[src/rtl/axi_lite_master_pkg.sv]
// Shared types and constants for the AXI4-Lite command master.
// Holds the FSM state encoding, AXI response codes and the GPIO register map.
package axi_lite_pkg;

  localparam int unsigned RESP_W = 2;

  typedef enum logic [2:0] {
    ST_IDLE         = 3'd0,
    ST_WR_ADDR_DATA = 3'd1,
    ST_WR_RESP      = 3'd2,
    ST_RD_ADDR      = 3'd3,
    ST_RD_DATA      = 3'd4
  } state_e;

  localparam logic [RESP_W-1:0] RESP_OKAY   = 2'b00;
  localparam logic [RESP_W-1:0] RESP_EXOKAY = 2'b01;
  localparam logic [RESP_W-1:0] RESP_SLVERR = 2'b10;
  localparam logic [RESP_W-1:0] RESP_DECERR = 2'b11;

  // GPIO slave register byte offsets
  localparam logic [3:0] MODER = 4'h0;
  localparam logic [3:0] ODR   = 4'h4;
  localparam logic [3:0] IDR   = 4'h8;

endpackage

[src/rtl/axi_lite_master_if.sv]
// AXI4-Lite channel bundle between the command master and a lite slave.
interface axi_lite_master_if
  import axi_lite_pkg::*;
#(
  parameter int unsigned ADDR_W = 4,
  parameter int unsigned DATA_W = 32
) ();

  logic [ADDR_W-1:0] AWADDR;
  logic              AWVALID;
  logic              AWREADY;

  logic [DATA_W-1:0] WDATA;
  logic              WVALID;
  logic              WREADY;

  logic [RESP_W-1:0] BRESP;
  logic              BVALID;
  logic              BREADY;

  logic [ADDR_W-1:0] ARADDR;
  logic              ARVALID;
  logic              ARREADY;

  logic [DATA_W-1:0] RDATA;
  logic [RESP_W-1:0] RRESP;
  logic              RVALID;
  logic              RREADY;

  modport master (
    output AWADDR, AWVALID, input AWREADY,
    output WDATA,  WVALID,  input WREADY,
    input  BRESP,  BVALID,  output BREADY,
    output ARADDR, ARVALID, input ARREADY,
    input  RDATA,  RRESP,   RVALID, output RREADY
  );

  modport slave (
    input  AWADDR, AWVALID, output AWREADY,
    input  WDATA,  WVALID,  output WREADY,
    output BRESP,  BVALID,  input BREADY,
    input  ARADDR, ARVALID, output ARREADY,
    output RDATA,  RRESP,   RVALID, input RREADY
  );

endinterface

[src/rtl/axi_lite_master.sv]
// Single-outstanding req/ack command port bridged onto an AXI4-Lite master.
// Every output, including all AXI VALID/READY, comes straight from a flop.
module axi_lite_master
  import axi_lite_pkg::*;
#(
  parameter int unsigned ADDR_W = 4,
  parameter int unsigned DATA_W = 32
) (
  input  logic               ACLK,
  input  logic               ARESETn,
  input  logic               cmd_req,
  input  logic               cmd_write,
  input  logic [ADDR_W-1:0]  cmd_addr,
  input  logic [DATA_W-1:0]  cmd_wdata,
  output logic               cmd_ready,
  output logic               cmd_done,
  output logic [DATA_W-1:0]  cmd_rdata,
  output logic [RESP_W-1:0]  cmd_resp,
  axi_lite_master_if.master  m_axi
);

  state_e            r_state;
  logic              r_cmd_ready;
  logic              r_cmd_done;
  logic [DATA_W-1:0] r_cmd_rdata;
  logic [RESP_W-1:0] r_cmd_resp;

  logic [ADDR_W-1:0] r_awaddr;
  logic              r_awvalid;
  logic [DATA_W-1:0] r_wdata;
  logic              r_wvalid;
  logic              r_bready;
  logic [ADDR_W-1:0] r_araddr;
  logic              r_arvalid;
  logic              r_rready;

  logic              r_aw_done;
  logic              r_w_done;

  logic              w_aw_hs;
  logic              w_w_hs;
  logic              w_aw_fin;
  logic              w_w_fin;

  // A channel counts as finished if it handshook earlier or is handshaking now
  assign w_aw_hs  = r_awvalid & m_axi.AWREADY;
  assign w_w_hs   = r_wvalid  & m_axi.WREADY;
  assign w_aw_fin = r_aw_done | w_aw_hs;
  assign w_w_fin  = r_w_done  | w_w_hs;

  always_ff @(posedge ACLK or negedge ARESETn) begin
    if (!ARESETn) begin
      r_state     <= ST_IDLE;
      r_cmd_ready <= 1'b1;
      r_cmd_done  <= 1'b0;
      r_cmd_rdata <= '0;
      r_cmd_resp  <= RESP_OKAY;
      r_awaddr    <= '0;
      r_awvalid   <= 1'b0;
      r_wdata     <= '0;
      r_wvalid    <= 1'b0;
      r_bready    <= 1'b0;
      r_araddr    <= '0;
      r_arvalid   <= 1'b0;
      r_rready    <= 1'b0;
      r_aw_done   <= 1'b0;
      r_w_done    <= 1'b0;
    end else begin
      r_cmd_done <= 1'b0;
      case (r_state)
        ST_IDLE: begin
          if (cmd_req) begin
            r_cmd_ready <= 1'b0;
            if (cmd_write) begin
              r_awaddr  <= cmd_addr;
              r_wdata   <= cmd_wdata;
              r_awvalid <= 1'b1;
              r_wvalid  <= 1'b1;
              r_state   <= ST_WR_ADDR_DATA;
            end else begin
              r_araddr  <= cmd_addr;
              r_arvalid <= 1'b1;
              r_state   <= ST_RD_ADDR;
            end
          end
        end

        ST_WR_ADDR_DATA: begin
          if (w_aw_hs) r_awvalid <= 1'b0;
          if (w_w_hs)  r_wvalid  <= 1'b0;
          if (w_aw_fin && w_w_fin) begin
            r_aw_done <= 1'b0;
            r_w_done  <= 1'b0;
            r_bready  <= 1'b1;
            r_state   <= ST_WR_RESP;
          end else begin
            if (w_aw_hs) r_aw_done <= 1'b1;
            if (w_w_hs)  r_w_done  <= 1'b1;
          end
        end

        ST_WR_RESP: begin
          if (m_axi.BVALID) begin
            r_cmd_resp  <= m_axi.BRESP;
            r_bready    <= 1'b0;
            r_cmd_done  <= 1'b1;
            r_cmd_ready <= 1'b1;
            r_state     <= ST_IDLE;
          end
        end

        ST_RD_ADDR: begin
          if (m_axi.ARREADY) begin
            r_arvalid <= 1'b0;
            r_rready  <= 1'b1;
            r_state   <= ST_RD_DATA;
          end
        end

        ST_RD_DATA: begin
          if (m_axi.RVALID) begin
            r_cmd_rdata <= m_axi.RDATA;
            r_cmd_resp  <= m_axi.RRESP;
            r_rready    <= 1'b0;
            r_cmd_done  <= 1'b1;
            r_cmd_ready <= 1'b1;
            r_state     <= ST_IDLE;
          end
        end

        default: begin
          r_state     <= ST_IDLE;
          r_cmd_ready <= 1'b1;
        end
      endcase
    end
  end

  assign cmd_ready     = r_cmd_ready;
  assign cmd_done      = r_cmd_done;
  assign cmd_rdata     = r_cmd_rdata;
  assign cmd_resp      = r_cmd_resp;

  assign m_axi.AWADDR  = r_awaddr;
  assign m_axi.AWVALID = r_awvalid;
  assign m_axi.WDATA   = r_wdata;
  assign m_axi.WVALID  = r_wvalid;
  assign m_axi.BREADY  = r_bready;
  assign m_axi.ARADDR  = r_araddr;
  assign m_axi.ARVALID = r_arvalid;
  assign m_axi.RREADY  = r_rready;

endmodule
[src/flat_wrapper.sv]
// flat-port wrapper written by rule: the top's interface ports become plain ports
module axi_lite_master_flat import axi_lite_pkg::*;
#(
  parameter int unsigned ADDR_W = 4,
  parameter int unsigned DATA_W = 32
)
  (ACLK, ARESETn, cmd_req, cmd_write, cmd_addr, cmd_wdata, cmd_ready, cmd_done, cmd_rdata, cmd_resp, m_axi_AWADDR, m_axi_AWVALID, m_axi_AWREADY, m_axi_WDATA, m_axi_WVALID, m_axi_WREADY, m_axi_BRESP, m_axi_BVALID, m_axi_BREADY, m_axi_ARADDR, m_axi_ARVALID, m_axi_ARREADY, m_axi_RDATA, m_axi_RRESP, m_axi_RVALID, m_axi_RREADY);
  axi_lite_master_if #(.ADDR_W(ADDR_W), .DATA_W(DATA_W)) m_axi_i ();
  input  logic ACLK;
  input  logic ARESETn;
  input  logic cmd_req;
  input  logic cmd_write;
  input  logic [ADDR_W-1:0] cmd_addr;
  input  logic [DATA_W-1:0] cmd_wdata;
  output logic cmd_ready;
  output logic cmd_done;
  output logic [DATA_W-1:0] cmd_rdata;
  output logic [RESP_W-1:0] cmd_resp;
  output wire logic [$bits(m_axi_i.AWADDR)-1:0] m_axi_AWADDR;
  output wire logic [$bits(m_axi_i.AWVALID)-1:0] m_axi_AWVALID;
  input wire logic [$bits(m_axi_i.AWREADY)-1:0] m_axi_AWREADY;
  output wire logic [$bits(m_axi_i.WDATA)-1:0] m_axi_WDATA;
  output wire logic [$bits(m_axi_i.WVALID)-1:0] m_axi_WVALID;
  input wire logic [$bits(m_axi_i.WREADY)-1:0] m_axi_WREADY;
  input wire logic [$bits(m_axi_i.BRESP)-1:0] m_axi_BRESP;
  input wire logic [$bits(m_axi_i.BVALID)-1:0] m_axi_BVALID;
  output wire logic [$bits(m_axi_i.BREADY)-1:0] m_axi_BREADY;
  output wire logic [$bits(m_axi_i.ARADDR)-1:0] m_axi_ARADDR;
  output wire logic [$bits(m_axi_i.ARVALID)-1:0] m_axi_ARVALID;
  input wire logic [$bits(m_axi_i.ARREADY)-1:0] m_axi_ARREADY;
  input wire logic [$bits(m_axi_i.RDATA)-1:0] m_axi_RDATA;
  input wire logic [$bits(m_axi_i.RRESP)-1:0] m_axi_RRESP;
  input wire logic [$bits(m_axi_i.RVALID)-1:0] m_axi_RVALID;
  output wire logic [$bits(m_axi_i.RREADY)-1:0] m_axi_RREADY;
  assign m_axi_AWADDR = m_axi_i.AWADDR;
  assign m_axi_AWVALID = m_axi_i.AWVALID;
  assign m_axi_i.AWREADY = m_axi_AWREADY;
  assign m_axi_WDATA = m_axi_i.WDATA;
  assign m_axi_WVALID = m_axi_i.WVALID;
  assign m_axi_i.WREADY = m_axi_WREADY;
  assign m_axi_i.BRESP = m_axi_BRESP;
  assign m_axi_i.BVALID = m_axi_BVALID;
  assign m_axi_BREADY = m_axi_i.BREADY;
  assign m_axi_ARADDR = m_axi_i.ARADDR;
  assign m_axi_ARVALID = m_axi_i.ARVALID;
  assign m_axi_i.ARREADY = m_axi_ARREADY;
  assign m_axi_i.RDATA = m_axi_RDATA;
  assign m_axi_i.RRESP = m_axi_RRESP;
  assign m_axi_i.RVALID = m_axi_RVALID;
  assign m_axi_RREADY = m_axi_i.RREADY;
  axi_lite_master #(.ADDR_W(ADDR_W), .DATA_W(DATA_W)) u_core (.ACLK(ACLK), .ARESETn(ARESETn), .cmd_req(cmd_req), .cmd_write(cmd_write), .cmd_addr(cmd_addr), .cmd_wdata(cmd_wdata), .cmd_ready(cmd_ready), .cmd_done(cmd_done), .cmd_rdata(cmd_rdata), .cmd_resp(cmd_resp), .m_axi(m_axi_i));
endmodule
[config.mk]
export PLATFORM = sky130hd
export DESIGN_NAME = axi_lite_master_flat
export DESIGN_NICKNAME = d
export VERILOG_FILES = /design/src/rtl/axi_lite_master_pkg.sv /design/src/rtl/axi_lite_master_if.sv /design/src/rtl/axi_lite_master.sv /design/src/flat_wrapper.sv
export SDC_FILE = /design/constraint.sdc
export NUM_CORES = 1
export LEC_CHECK = 0
export ABC_CLOCK_PERIOD_IN_PS = 2400
export CELL_PAD_IN_SITES_DETAIL_PLACEMENT = 1
export CELL_PAD_IN_SITES_GLOBAL_PLACEMENT = 2
export CORE_MARGIN = 1
export CORE_UTILIZATION = 29
export DETAILED_ROUTE_END_ITERATION = 10
export GPL_TIMING_DRIVEN = 0
export PLACE_DENSITY = 0.9
export SYNTH_ARGS = -nofsm -noshare
export SYNTH_HDL_FRONTEND = slang
export SYNTH_SLANG_ARGS = --single-unit
[constraint.sdc]
create_clock -name ACLK -period 2.4 [get_ports ACLK]
set_input_delay 0.24 -clock ACLK [delete_from_list [all_inputs] [get_ports ACLK]]
set_output_delay 0.24 -clock ACLK [all_outputs]
set_load 0.05 [all_outputs]
==> metrics.md <==
| Metric | Value |
|---|---|
| Status | `finished clean` |
| Overall power | `0.009178 W` |
| TritonCTS buffer count | `9` |
| Post-synth ARST share | `1.000` |
| Synth Cell Area | `3618 sq um` |
| Critical path cell sequence | `clkdlybuf4s50_1` |
| GRT Overall Usage | `0.1602` |
| Compound-Gate Fraction of Synth Area | `0.04426` |
| Main combinational cell family by area after synthesis | `multiplexers` |
| Relative slew slack | `0.6029` |
| Wire length per cell | `about 17 um` |
| Clock slew at reported path FFs | `60 ps` |
| Area leader, netlist | `dfrtp_1` |
| Seq/Total Area, Yosys | `0.5951` |
| Die Ht | `113.7 um` |
| Ys flop type | `dfrtp_1` |
| Largest net degree at the start of global routing | `45` |
| Startpoint types | `flop` |
| GP Congestion | `between 0.7 and 0.8` |
| CTS tree | `done` |
| Simple-gate portion of the synthesized area | `0.04184` |
| Post CTS Setup Buffer Count | `0` |
| # rows | `40` |
| Share of layout cells above drive strength 1 | `0.2537` |
| Critical Path Max Stage Delay | `between 800 and 900 ps` |
| Slowest-stage cell, CP | `clkdlybuf4s50_1` |
| CORE AREA | `12110 sq um` |
| YS warnings | `0` |
| Clock Path Buffers | `2` |
| GR Overflow Total | `0` |
| Fin nets | `478` |
| Peak VDD IR | `0.7650 mV` |
| Initial Utilization | `0.2988` |
| ANT nets after route | `0` |
| Ranking of synthesized cells by area | `dfrtp_1 59%, mux2_4 25%, mux2_2 3.7%` |
| First-pass GRT wire length | `15530 um` |
| Min cycle time layout | `1933 ps` |
| Slew Viols, Final | `0` |
| Kind of end point of the critical path | `primary output` |
| Syn_nets | `304` |
| Final hold violation count | `0` |
| Synthesized area per cell | `16.23 sq um` |
| Most instantiated cells after synthesis | `85 x dfrtp_1, 60 x mux2_4, 12 x a21oi_1, 12 x mux2_2, 10 x nor2_1` |
| Setup Skew | `3.696 ps` |
| Number of synthesized flops with an enable pin | `0` |
| WP buf/inv | `1` |
| Area share of the leading cell type in the synthesized netlist | `0.5878` |
| Crit path max fanout | `3` |
| Req. time, crit path | `2160 ps` |
| Clock H-tree levels | `3` |
| RSZ-0062 raised after global routing | `false` |
| P&R area growth vs syn | `60.06%` |
| PwrDens | `about 1600 nW/um^2` |
| Register bit total from synthesis | `86` |
| WHS | `442.5 ps` |
| Multiplexer area fraction after synthesis | `0.2918` |
| Number of DRC markers in iteration 0 | `51` |
| Arrival time at the worst endpoint | `1690 ps` |
| Die Area | `12930 sq um` |
| Clk_lat worst skew | `340 ps` |
| Diode count | `0` |
| Synthesized instance count | `223` |
| DRC viols | `0` |
| Final setup violation count | `0` |
| Initial antenna violation count | `0` |
| Synth Area in Adders | `0` |
| Crit path max-delay family | `buffers and inverters` |
| CTS Sinks | `86` |
| Top-count cell post-synth | `dfrtp_1` |
| Fin crit share | `0.8055` |
| TNS Setup | `0 ps` |
| Max Cap Viol | `0` |
| Design Area, Final | `~5800 sq um` |
| Synth cell types | `28` |
| Fmax achieved | `517.3 MHz` |
| Worst slack, placed | `around 470 ps` |
| Post-Synth XOR/XNOR Area | `0` |
| Ports | `162` |
| Port bufs | `about 160` |
| HPWL after detailed placement | `7267 um` |
| Final worst slack | `about 470 ps` |
| Root buf cell | `clkbuf_16` |
| LEAKAGE | `2.568 nW` |
| Vias per cell | `4.375` |
| Measured slew at the worst slew-check pin | `595.7 ps` |
| Die extent in x | `113.7 um` |
| DR vias | `2494` |
| Drt pass-1 iters | `4` |
| Area post-placement | `between 5000 and 6000 sq um` |
| Final Routed Wirelength | `slightly below 10000 um` |
| Worst Path Class, Setup | `reg2out` |
| Min-delay worst type | `in2async` |
| Number of global-route vias before repair | `~2900` |
[state kept, by name, summed over array words and instances, names as in the netlist]
signal	count
u_core.cmd_resp	2
u_core.m_axi.WVALID	1
u_core.cmd_done	1
u_core.m_axi.ARADDR	4
u_core.cmd_rdata	32
u_core.cmd_ready	1
u_core.m_axi.RREADY	1
u_core.r_w_done	1
u_core.m_axi.ARVALID	1
u_core.m_axi.AWVALID	1
u_core.m_axi.BREADY	1
u_core.m_axi.AWADDR	4
u_core.r_aw_done	1
u_core.m_axi.WDATA	32
u_core.r_state	3
[logic make-up (layout without fill, tap and decap cells)]
family,Yosys count,in the layout
compound gates,26,26
buf+inv,10,189
flops,86,86
mux,74,74
simple gates,27,27
[routing by layer]
metal / GRT usage / routed length, um / vias up
li1: - / - / 1137
met3: 0.04835 / 561 / 12
met4: 0.06404 / 152 / 0
met2: 0.2801 / 5077 / 88
met5: 0 / 0 / -
met1: 0.1827 / 3962 / 1257
[through the flow]
stage,cells,utilization
floorplan,223,-
global route,570,0.4782
finish,570,0.4782
global placement,552,0.4492
detailed placement,553,0.4512
CTS,570,0.4782
[cell type report]
| class | count | area, sq um |
|---|---|---|
| Buffer | 9 | 93.84 |
| Inverter | 1 | 3.754 |
| Clock inverter | 4 | 70.07 |
| Clock buffer | 12 | 246.5 |
| Timing Repair Buffer | 163 | 1647 |
| Sequential cell | 86 | 2153 |
| Fill cell | 1238 | 6320 |
| Tap cell | 168 | 210.2 |
| Multi-Input combinational cell | 127 | 1368 |
[where the power goes]
group          internal [W]  leakage (nW)  total (W)  switching [W]
registers           0.00212          1.06    0.00254       0.000419
logic               0.00206          1.35    0.00515        0.00309
clock network      0.000937         0.157    0.00148       0.000547
total               0.00512          2.57    0.00918        0.00405
[placed cells by master (no fill, tap or decap), drive strengths merged]
master,n
dlygate4sd3,1
nand3b,3
nand2b,1
nor2,11
o221ai,1
dfstp,1
nor2b,3
nand3,1
or2,1
dfrtp,85
o21ai,5
a211oi,1
o21a,1
clkbuf,13
inv,1
a41oi,4
buf,10
bufinv,2
clkinv,2
mux2i,2
and3,1
a21boi,1
nand2,5
o31a,1
and2,1
mux2,72
clkdlybuf4s50,160
a21oi,12
[final timing paths]
| path | from | end | slack, ps | depth (start not counted) |
|---|---|---|---|---|
| setup / recovery | u_core.cmd_ready$_DFFE_PN1P_ | cmd_ready | 470 | 1 |
| hold / removal | ARESETn | u_core.r_w_done$_DFFE_PN0P_ | 440 | 2 |
| setup reg to reg | u_core.r_state[0]$_DFFE_PN0P_ | u_core.m_axi.ARADDR[2]$_DFFE_PN0P_ | 720 | 4 |
| hold reg to reg | u_core.m_axi.AWADDR[1]$_DFFE_PN0P_ | u_core.m_axi.AWADDR[1]$_DFFE_PN0P_ | 510 | 1 |
| max in group asynchronous | ARESETn | u_core.cmd_ready$_DFFE_PN1P_ | 1290 | 3 |
| min in group ACLK | u_core.m_axi.AWADDR[1]$_DFFE_PN0P_ | u_core.m_axi.AWADDR[1]$_DFFE_PN0P_ | 510 | 1 |
[what timing repair did]
item	in CTS	in global routing
hold buffers	1	0
resized for setup	0	0
hold endpoints to repair	42	0
(Power assumes the default switching activity.)
